<file path="src/rtl/div_job_sequencer.sv">
// Job sequencer in front of the sequential divider. It queues (dividend, divisor) jobs, issues them
// one at a time, and returns the quotient with a completion status over a valid/ready response port.
module div_job_sequencer #(
    parameter int WIDTH   = 10,
    parameter int DEPTH   = 4,
    parameter int TIMEOUT = 255
) (
    input  logic                   clock,
    input  logic                   sclr,
    input  logic                   req_valid,
    output logic                   req_ready,
    input  logic [WIDTH-1:0]       req_a,
    input  logic [WIDTH-1:0]       req_b,
    output logic                   div_start,
    output logic [WIDTH-1:0]       div_a,
    output logic [WIDTH-1:0]       div_b,
    input  logic                   div_busy,
    input  logic                   div_valid,
    input  logic                   div_ovf,
    input  logic                   div_dvz,
    input  logic [WIDTH-1:0]       div_q,
    output logic                   div_sclr,
    output logic                   rsp_valid,
    input  logic                   rsp_ready,
    output logic [WIDTH-1:0]       rsp_q,
    output logic [1:0]             rsp_status,
    output logic [$clog2(DEPTH):0] pending
);
    localparam int AW = $clog2(DEPTH);
    localparam int CW = AW + 1;
    localparam int TW = $clog2(TIMEOUT + 1);

    localparam logic [CW-1:0] FULL_COUNT = CW'(DEPTH);
    localparam logic [CW-1:0] ONE_COUNT  = CW'(1);
    localparam logic [TW-1:0] TIMER_LAST = TW'(TIMEOUT - 1);

    localparam logic [2:0] ST_IDLE    = 3'd0;
    localparam logic [2:0] ST_ISSUE   = 3'd1;
    localparam logic [2:0] ST_RUN     = 3'd2;
    localparam logic [2:0] ST_RECOVER = 3'd3;
    localparam logic [2:0] ST_RESP    = 3'd4;

    localparam logic [1:0] STATUS_OK      = 2'b00;
    localparam logic [1:0] STATUS_OVF     = 2'b01;
    localparam logic [1:0] STATUS_DVZ     = 2'b10;
    localparam logic [1:0] STATUS_TIMEOUT = 2'b11;

    logic [2:0]       state;
    logic [2:0]       state_next;
    logic [AW-1:0]    wr_ptr;
    logic [AW-1:0]    rd_ptr;
    logic [CW-1:0]    count;
    logic [TW-1:0]    timer;
    logic [WIDTH-1:0] mem_a [DEPTH];
    logic [WIDTH-1:0] mem_b [DEPTH];
    logic             push;
    logic             pop;
    logic             done_any;

    assign req_ready = (count < FULL_COUNT);
    assign push      = req_valid && req_ready;
    assign rsp_valid = (state == ST_RESP);
    assign pop       = rsp_valid && rsp_ready;
    assign div_start = (state == ST_ISSUE);
    assign div_sclr  = (state == ST_RECOVER);
    assign div_a     = mem_a[rd_ptr];
    assign div_b     = mem_b[rd_ptr];
    assign pending   = count;
    assign done_any  = div_dvz || div_ovf || div_valid;

    // NOTE: the storage array has no reset; emptiness is carried entirely by the pointers and count.
    always_ff @(posedge clock) begin
        if (push) begin
            mem_a[wr_ptr] <= req_a;
            mem_b[wr_ptr] <= req_b;
        end
    end

    // The head entry is only released on the response handshake, so div_a/div_b stay put while in flight.
    always_ff @(posedge clock) begin
        // NOTE: registers use non-blocking assignments so every update sees pre-edge values.
        if (sclr) begin
            wr_ptr <= '0;
            rd_ptr <= '0;
            count  <= '0;
        end else begin
            if (push) begin
                wr_ptr <= wr_ptr + 1'b1;
            end
            if (pop) begin
                rd_ptr <= rd_ptr + 1'b1;
            end
            case ({push, pop})
                2'b10:   count <= count + 1'b1;
                2'b01:   count <= count - 1'b1;
                default: count <= count;
            endcase
        end
    end

    always_comb begin
        // NOTE: defaulting the next state before the case keeps this block free of inferred latches.
        state_next = state;
        case (state)
            ST_IDLE: begin
                if ((count != '0) && !div_busy) begin
                    state_next = ST_ISSUE;
                end
            end
            ST_ISSUE: begin
                state_next = ST_RUN;
            end
            ST_RUN: begin
                if (done_any) begin
                    state_next = ST_RESP;
                end else if (timer == TIMER_LAST) begin
                    state_next = ST_RECOVER;
                end
            end
            ST_RECOVER: begin
                state_next = ST_RESP;
            end
            ST_RESP: begin
                if (rsp_ready) begin
                    state_next = ((count > ONE_COUNT) && !div_busy) ? ST_ISSUE : ST_IDLE;
                end
            end
            default: begin
                state_next = ST_IDLE;
            end
        endcase
    end

    // Completion pulses are only looked at in RUN; dvz outranks ovf, which outranks valid.
    always_ff @(posedge clock) begin
        if (sclr) begin
            state      <= ST_IDLE;
            timer      <= '0;
            rsp_q      <= '0;
            rsp_status <= STATUS_OK;
        end else begin
            state <= state_next;
            case (state)
                ST_ISSUE: begin
                    timer <= '0;
                end
                ST_RUN: begin
                    if (div_dvz) begin
                        rsp_q      <= '0;
                        rsp_status <= STATUS_DVZ;
                    end else if (div_ovf) begin
                        rsp_q      <= '0;
                        rsp_status <= STATUS_OVF;
                    end else if (div_valid) begin
                        rsp_q      <= div_q;
                        rsp_status <= STATUS_OK;
                    end else if (timer == TIMER_LAST) begin
                        rsp_q      <= '0;
                        rsp_status <= STATUS_TIMEOUT;
                    end else begin
                        timer <= timer + 1'b1;
                    end
                end
                default: begin
                    timer <= timer;
                end
            endcase
        end
    end

endmodule
</file>
<file path="config.mk">
export PLATFORM = sky130hd
export DESIGN_NAME = div_job_sequencer
export DESIGN_NICKNAME = d
export VERILOG_FILES = /design/src/rtl/div_job_sequencer.sv
export SDC_FILE = /design/constraint.sdc
export NUM_CORES = 1
export LEC_CHECK = 0
export ABC_AREA = 1
export CORE_AREA = 2 2 107 83
export DETAILED_ROUTE_END_ITERATION = 16
export DIE_AREA = 0 0 109 85
export PLACE_DENSITY_LB_ADDON = 0.15
export SKIP_CTS_REPAIR_TIMING = 1
export SLEW_MARGIN = 10
export SYNTH_ARGS = -nofsm -noshare
export SYNTH_HDL_FRONTEND = slang
export SYNTH_SLANG_ARGS = --single-unit
</file>
<file path="constraint.sdc">
create_clock -name clock -period 6.4 [get_ports clock]
set_input_delay 1.92 -clock clock [delete_from_list [all_inputs] [get_ports clock]]
set_output_delay 1.92 -clock clock [all_outputs]
set_load 0.02 [all_outputs]
</file>
==> results.sh, run 1 <==
export IMPL_power_internal_mw=1.13
export IMPL_start_util=0.551
export IMPL_synth_area_per_cell_um2=10.9
export IMPL_dieArea_um2=9270
export IMPL_mostFrequentLayoutCell="sky130_fd_sc_hd__edfxtp_1"
export IMPL_cts_htree_levels=3
export IMPL_worst_slew_pin_slew_ns=1.18
export IMPL_most_common_layout_cells="sky130_fd_sc_hd__edfxtp_1, sky130_fd_sc_hd__clkdlybuf4s50_1, sky130_fd_sc_hd__nor2_1, sky130_fd_sc_hd__o21ai_0, sky130_fd_sc_hd__inv_1"
export IMPL_post_route_drc_count=0
export IMPL_grt_usage=0.202
export IMPL_cts_root_to_sink_buffers=2
export IMPL_worst_hold_startpoint="rsp_q[5]$_SDFFE_PP0P_"
export IMPL_wl_mm=8.84
export IMPL_globalRoute_totalOverflow=0
export IMPL_run_status="finished, final reports clean"
export IMPL_cp_end_kind="primary output"
export IMPL_fmax_mhz=211
export IMPL_syn_inst=416
export IMPL_yosysSeqAreaShare=0.671
export IMPL_mappedNetlistArea_um2=4540
export IMPL_grt_pass1_vias=3072
export IMPL_grt_max_degree=42
export IMPL_skew_ns=0.00994
export IMPL_core_region_area_um2=8240
export IMPL_route_antenna_remaining_nets=0
export IMPL_cts_buffers=9
export IMPL_num_io_pins=77
export IMPL_avgRoutedWirePerCell_um=14.7
export IMPL_core_rowCount=29
export IMPL_grt_antenna_before_repair=0
export IMPL_p_sw_frac=0.273
export IMPL_pwr_share_comb=0.188
export IMPL_ir_worst_vdd_uv=205
export IMPL_hold_viol=0
export IMPL_path_clk_slew_ns=0.10
export IMPL_clockRootBuffer="sky130_fd_sc_hd__clkbuf_8"
export IMPL_arrival_ns=2.82
export IMPL_final_period_minus_worst_setup_slack_ns=4.74
export IMPL_unrepaired_setup_endpoints_after_global_routing="no"
export IMPL_total_switching_power_mw=0.425
export IMPL_placement_io_buffers=76
export IMPL_tritoncts="yes"
export IMPL_slew_headroom=0.212
export IMPL_worstHoldPathCells=2
export IMPL_worstRegToRegCells=3
export IMPL_final_setup_tns_ns=0
export IMPL_hpwlAfterDp_mm=5.74
export IMPL_yosys_register_bits=112
export IMPL_layout_drive_gt1_share=0.0609
export IMPL_chipHeight_um=85
export IMPL_final_nets=537
export IMPL_cp_data_required_time_ns=4.48
export IMPL_critPathKind="flop to primary output"
export IMPL_synth_warning_count=0
export IMPL_clkLatencyLatePin_ns=0.36
export IMPL_pwr_density_cell_nw_per_um2=279
export IMPL_die_width_um=109
export IMPL_timing_final_setup_violations=0
export IMPL_global_route_wire_length_before_repair_mm=14.4
export IMPL_syn_to_final_growth_pct=23.1
export IMPL_biggest_fanout_along_the_worst_timing_path=41
export IMPL_cap_viol_max_count=0
export IMPL_hold_path_class="flop to flop"
export IMPL_postLayoutCoreUtil=0.678
export IMPL_first_iter_violations=204
export IMPL_drt_pre_antenna_iters=4
export IMPL_final_design_area_no_fill_um2=5580
export IMPL_post_route_period_util=0.741
export IMPL_worst_r2r_setup_slack_ns=4.33
export IMPL_crit_reg2reg_launch="pending[2]$_SDFFE_PP0P_"
export IMPL_clockPowerShare=0.269
export IMPL_gpl_final_weighted_congestion=0.775
export IMPL_postPlaceCellArea_um2=5380
export IMPL_worst_setup_path_start_kind="flop"
export IMPL_final_max_slew_viol_count=0
export IMPL_via_per_inst=5.24
export IMPL_cts_sinks=112
export IMPL_count_of_cell_types_in_the_netlist=26
export IMPL_insertedDiodeCount=0
export IMPL_vias=3152
export IMPL_sequentialPowerShare=0.543
export IMPL_power_leakage_nw=2.05
export IMPL_syn_num_nets=465
==> final timing paths <==
path | end
hold reg to reg | rsp_q[5]$_SDFFE_PP0P_
setup reg to reg | mem_b[3][2]$_DFFE_PP_
setup / recovery | div_b[5]
hold / removal | rsp_q[5]$_SDFFE_PP0P_
==> worst max-delay path: stages (launching register included) <==
cell                              delay, ns
sky130_fd_sc_hd__dfxtp_1               0.31
sky130_fd_sc_hd__buf_4                 0.24
sky130_fd_sc_hd__inv_1                 0.85
sky130_fd_sc_hd__o21ai_0               0.20
sky130_fd_sc_hd__o22ai_1               0.22
sky130_fd_sc_hd__clkdlybuf4s50_1       0.64
==> through the flow <==
stage / hold slack (ns) / std cells / setup slack [ns] / power [mW]
after global routing: 0.538 / 601 / 1.40 / 1.63
final: 0.511 / 601 / 1.66 / 1.55
after CTS: 0.511 / 601 / 1.64 / 1.57
after global placement: 0.456 / 585 / 2.13 / 1.15
after floorplan: 0.444 / 416 / 3.04 / 1.03
after detailed placement: 0.488 / 585 / 2.05 / 1.15
==> power by group through the flow <==
stage	registers (mW)	clock network (mW)	logic [mW]
final	0.844	0.418	0.293
after CTS	0.844	0.430	0.295
after global routing	0.849	0.458	0.323
after global placement	0.859	0	0.290
after detailed placement	0.860	0	0.294
after floorplan	0.877	0	0.151
==> logic make-up (layout without fill, tap and decap cells) <==
kind of cell               Yosys count  after routing  synth area share
AOI/OAI and AO/OA                  112            112             0.131
DFF                                112            112             0.671
adders and majority gates           11             11            0.0303
and+or+nand+nor                    128            128             0.119
xor gates and xnor gates             3              3           0.00579
buffers and inverters               50            127            0.0433
==> sequential cells by signal, indices dropped and copies added (netlist names), named ones only <==
| register | count |
|---|---|
| rsp_status | 2 |
| wr_ptr | 2 |
| rd_ptr | 2 |
| pending | 3 |
| rsp_q | 10 |
| state | 3 |
| mem_a | 40 |
| mem_b | 40 |
| timer | 8 |
==> area by class of cell <==
class | instances | area (um2)
timing repair buffer | 77 | 768
tap | 108 | 135
inverter | 34 | 128
clock inverter | 7 | 77.6
fill | 656 | 2660
multi-input combinational | 254 | 1310
sequential | 112 | 3040
clock buffer | 9 | 124
==> Yosys cell counts <==
| master | number | area [um2] |
|---|---|---|
| sky130_fd_sc_hd__inv_2 | 1 | 3.75 |
| sky130_fd_sc_hd__ha_1 | 11 | 138 |
| sky130_fd_sc_hd__nor2_4 | 1 | 11.3 |
| sky130_fd_sc_hd__nor3_1 | 2 | 10.0 |
| sky130_fd_sc_hd__nand3b_1 | 1 | 7.51 |
| sky130_fd_sc_hd__nor2_2 | 1 | 6.26 |
| sky130_fd_sc_hd__nor3_2 | 1 | 10.0 |
| sky130_fd_sc_hd__dfxtp_1 | 32 | 641 |
| sky130_fd_sc_hd__edfxtp_1 | 80 | 2400 |
| sky130_fd_sc_hd__nand2_1 | 26 | 97.6 |
| sky130_fd_sc_hd__a21oi_1 | 29 | 145 |
| sky130_fd_sc_hd__nor2_1 | 77 | 289 |
| sky130_fd_sc_hd__inv_1 | 33 | 124 |
| sky130_fd_sc_hd__buf_6 | 1 | 11.3 |
| sky130_fd_sc_hd__o21ai_1 | 7 | 35.0 |
| sky130_fd_sc_hd__o21ai_0 | 53 | 265 |
| sky130_fd_sc_hd__xor2_1 | 3 | 26.3 |
| sky130_fd_sc_hd__clkbuf_1 | 13 | 48.8 |
| sky130_fd_sc_hd__or2_1 | 1 | 6.26 |
| sky130_fd_sc_hd__buf_2 | 1 | 5.00 |
| sky130_fd_sc_hd__o22ai_1 | 20 | 125 |
| sky130_fd_sc_hd__buf_1 | 1 | 3.75 |
| sky130_fd_sc_hd__nand2_2 | 4 | 25.0 |
| sky130_fd_sc_hd__nand3_1 | 13 | 65.1 |
| sky130_fd_sc_hd__o21bai_1 | 3 | 22.5 |
| sky130_fd_sc_hd__nand2_4 | 1 | 11.3 |
==> layer usage <==
layer,up-vias,track usage,routed length [um]
li1,1588,-,-
met1,1467,0.274,4100
met2,91,0.326,4090
met3,6,0.0507,590
met4,0,0.0571,63
met5,-,0,0
Power figures use the tool's default switching activity.
==> run 2, diff against run 1 <==
--- a/config.mk
+++ b/config.mk
@@ -6,9 +6,9 @@
 export NUM_CORES = 1
 export LEC_CHECK = 0
 export ABC_AREA = 1
-export CORE_AREA = 2 2 107 83
+export CORE_AREA = 2 2 117 91
 export DETAILED_ROUTE_END_ITERATION = 16
-export DIE_AREA = 0 0 109 85
+export DIE_AREA = 0 0 119 93
 export PLACE_DENSITY_LB_ADDON = 0.15
 export SKIP_CTS_REPAIR_TIMING = 1
 export SLEW_MARGIN = 10
==> constraint.sdc (replaced) <==
create_clock -name clock -period 4.3 [get_ports clock]
set_input_delay 1.29 -clock clock [delete_from_list [all_inputs] [get_ports clock]]
set_output_delay 1.29 -clock clock [all_outputs]
set_load 0.02 [all_outputs]
==> run 2 against run 1 <==
  * Total power grew 64%
  * Final cell count grew 5.5%
  * Register-to-register slack lost 1.8 ns
  * Design area grew 3.3%
  * Routed wire length grew 5.2%
  * Sequential power grew 49%
  * Flip-flop and latch count is the same
  * Via count grew 2.2%
  * Largest power group unchanged
  * Die area grew 19%
  * Sequential share of layout area shrank 1.7 points
  * Critical path type unchanged
  * Clock-buffer cell count grew 2
  * Largest cell class unchanged
==> results.sh, run 2 (synthesis results as in run 1) <==
export IMPL_run_status="finished, final reports clean"
export IMPL_hpwlAfterDp_mm=6.07
export IMPL_grt_antenna_before_repair=0
export IMPL_ir_worst_vdd_uv=256
export IMPL_placement_io_buffers=76
export IMPL_most_common_layout_cells="sky130_fd_sc_hd__edfxtp_1, sky130_fd_sc_hd__clkdlybuf4s50_1, sky130_fd_sc_hd__nor2_1, sky130_fd_sc_hd__o21ai_0, sky130_fd_sc_hd__inv_1"
export IMPL_unrepaired_setup_endpoints_after_global_routing="no"
export IMPL_timing_final_setup_violations=0
export IMPL_biggest_fanout_along_the_worst_timing_path=21
export IMPL_critPathKind="flop to primary output"
export IMPL_cts_htree_levels=3
export IMPL_cts_buffers=9
export IMPL_die_width_um=119
export IMPL_hold_viol=0
export IMPL_clkLatencyLatePin_ns=0.33
export IMPL_skew_ns=0.00270
export IMPL_avgRoutedWirePerCell_um=14.7
export IMPL_cts_sinks=112
export IMPL_slew_headroom=0.566
export IMPL_core_region_area_um2=9970
export IMPL_final_period_minus_worst_setup_slack_ns=3.68
export IMPL_via_per_inst=5.08
export IMPL_first_iter_violations=200
export IMPL_worst_slew_pin_slew_ns=0.649
export IMPL_final_nets=543
export IMPL_dp_cells=619
export IMPL_syn_to_final_growth_pct=27.1
export IMPL_globalRoute_totalOverflow=0
export IMPL_wl_mm=9.31
export IMPL_gpl_final_weighted_congestion=0.838
export IMPL_global_route_wire_length_before_repair_mm=15.1
export IMPL_cp_end_kind="primary output"
export IMPL_grt_pass1_vias=3026
export IMPL_layout_drive_gt1_share=0.0663
export IMPL_start_util=0.455
export IMPL_critical_path_cell_chain="buf_4 -> inv_1 -> o21ai_0 -> o22ai_1 -> clkdlybuf4s50_1"
export IMPL_chipHeight_um=93
export IMPL_clockRootBuffer="sky130_fd_sc_hd__clkbuf_16"
export IMPL_layout_filler_cells=830
export IMPL_insertedDiodeCount=0
export IMPL_vias=3221
export IMPL_worst_setup_path_start_kind="flop"
export IMPL_dieArea_um2=11100
export IMPL_drt_pre_antenna_iters=4
export IMPL_registers_with_the_highest_flip_flop_counts="mem_a (40), mem_b (40), rsp_q (10)"
export IMPL_final_setup_tns_ns=0
export IMPL_filler_free_cell_count_of_the_finished_design=634
export IMPL_fmax_mhz=271
export IMPL_pwr_density_cell_nw_per_um2=442
export IMPL_cts_root_to_sink_buffers=2
export IMPL_cp_slowest_stage_delay_ns=0.64
export IMPL_cap_viol_max_count=0
export IMPL_cp_data_required_time_ns=3.01
export IMPL_tritoncts="yes"
export IMPL_post_route_drc_count=0
export IMPL_mostFrequentLayoutCell="sky130_fd_sc_hd__edfxtp_1"
export IMPL_num_io_pins=77
export IMPL_route_antenna_remaining_nets=0
export IMPL_arrival_ns=2.39
export IMPL_post_route_period_util=0.857
export IMPL_highest_delay_cell_along_the_critical_path="sky130_fd_sc_hd__clkdlybuf4s50_1"
export IMPL_final_max_slew_viol_count=0
export IMPL_path_clk_slew_ns=0.06
export IMPL_core_rowCount=32
export IMPL_grt_max_degree=41
export IMPL_hold_path_class="flop to flop"
export IMPL_power_leakage_nw=2.13
export IMPL_grt_usage=0.174
run 2: cell count changes in the layout (fill, tap and decap cells not counted):
cell	before	now
sky130_fd_sc_hd__clkbuf_1	0	2
sky130_fd_sc_hd__inv_6	3	0
sky130_fd_sc_hd__clkbuf_16	0	9
sky130_fd_sc_hd__clkbuf_8	9	0
sky130_fd_sc_hd__clkinv_2	1	2
sky130_fd_sc_hd__buf_4	1	7
sky130_fd_sc_hd__clkinvlp_4	1	0
sky130_fd_sc_hd__clkinv_4	1	0
sky130_fd_sc_hd__bufinv_16	1	2
run 2: power by group:
group          internal, mW  switching, mW
Sequential             1.23         0.0287
Clock                 0.506          0.342
Combinational         0.183          0.260
run 2: worst paths after layout:
check,cells after the start,endpoint,slack (ns),from
setup / recovery,5,div_b[8],0.62,flop
hold reg to reg,1,rd_ptr[0]$_SDFFE_PP0P_,0.48,rd_ptr[0]$_SDFFE_PP0P_
setup reg to reg,7,pending[2]$_SDFFE_PP0P_,2.57,state[2]$_SDFFE_PP0P_
hold / removal,1,rd_ptr[0]$_SDFFE_PP0P_,0.48,rd_ptr[0]$_SDFFE_PP0P_
run 2: stage by stage:
stage | total power, mW | cell area, um2 | util | hold slack, ns | setup slack [ns]
after floorplan | 1.53 | 4540 | - | 0.444 | 1.57
after global placement | 1.72 | 5460 | 0.548 | 0.457 | 1.02
after detailed placement | 1.72 | 5460 | 0.548 | 0.469 | 0.940
after CTS | 2.57 | 5760 | 0.578 | 0.484 | 0.574
after global routing | 2.67 | 5760 | 0.578 | 0.500 | 0.464
final | 2.55 | 5760 | 0.578 | 0.480 | 0.616
run 2: critical path, delay by kind of cell (launching register included):
kind	cells	cell delay (ns)
DFF	1	0.30
buffers and inverters	3	1.30
AOI/OAI and AO/OA	2	0.46
run 2: per-layer routing:
layer | wire, um | part of all wire | vias up | global-route usage
met5 | 0 | 0 | - | 0
met1 | 4530 | 0.49 | 1548 | 0.244
met3 | 420 | 0.045 | 5 | 0.0470
li1 | - | - | 1601 | -
met4 | 51 | 0.0055 | 0 | 0.0347
met2 | 4300 | 0.46 | 67 | 0.275
run 2: area by class of cell:
type / instances / area, um2 / area share
Clock buffer: 11 / 233 / 0.0404
Clock inverter: 4 / 70.1 / 0.0122
Inverter: 34 / 128 / 0.0221
Multi-Input combinational cell: 254 / 1310 / 0.227
Sequential cell: 112 / 3040 / 0.528
Tap cell: 136 / 170 / 0.0295
Timing Repair Buffer: 83 / 813 / 0.141
==> run 3, diff against run 2 <==
--- a/config.mk
+++ b/config.mk
@@ -9,6 +9,7 @@
 export CORE_AREA = 2 2 117 91
 export DETAILED_ROUTE_END_ITERATION = 16
 export DIE_AREA = 0 0 119 93
+export HOLD_SLACK_MARGIN = 0.05
 export PLACE_DENSITY_LB_ADDON = 0.15
 export SKIP_CTS_REPAIR_TIMING = 1
 export SLEW_MARGIN = 10
==> results of run 3 <==
No change in the layout: final DEF, timing and power equal those of run 2.
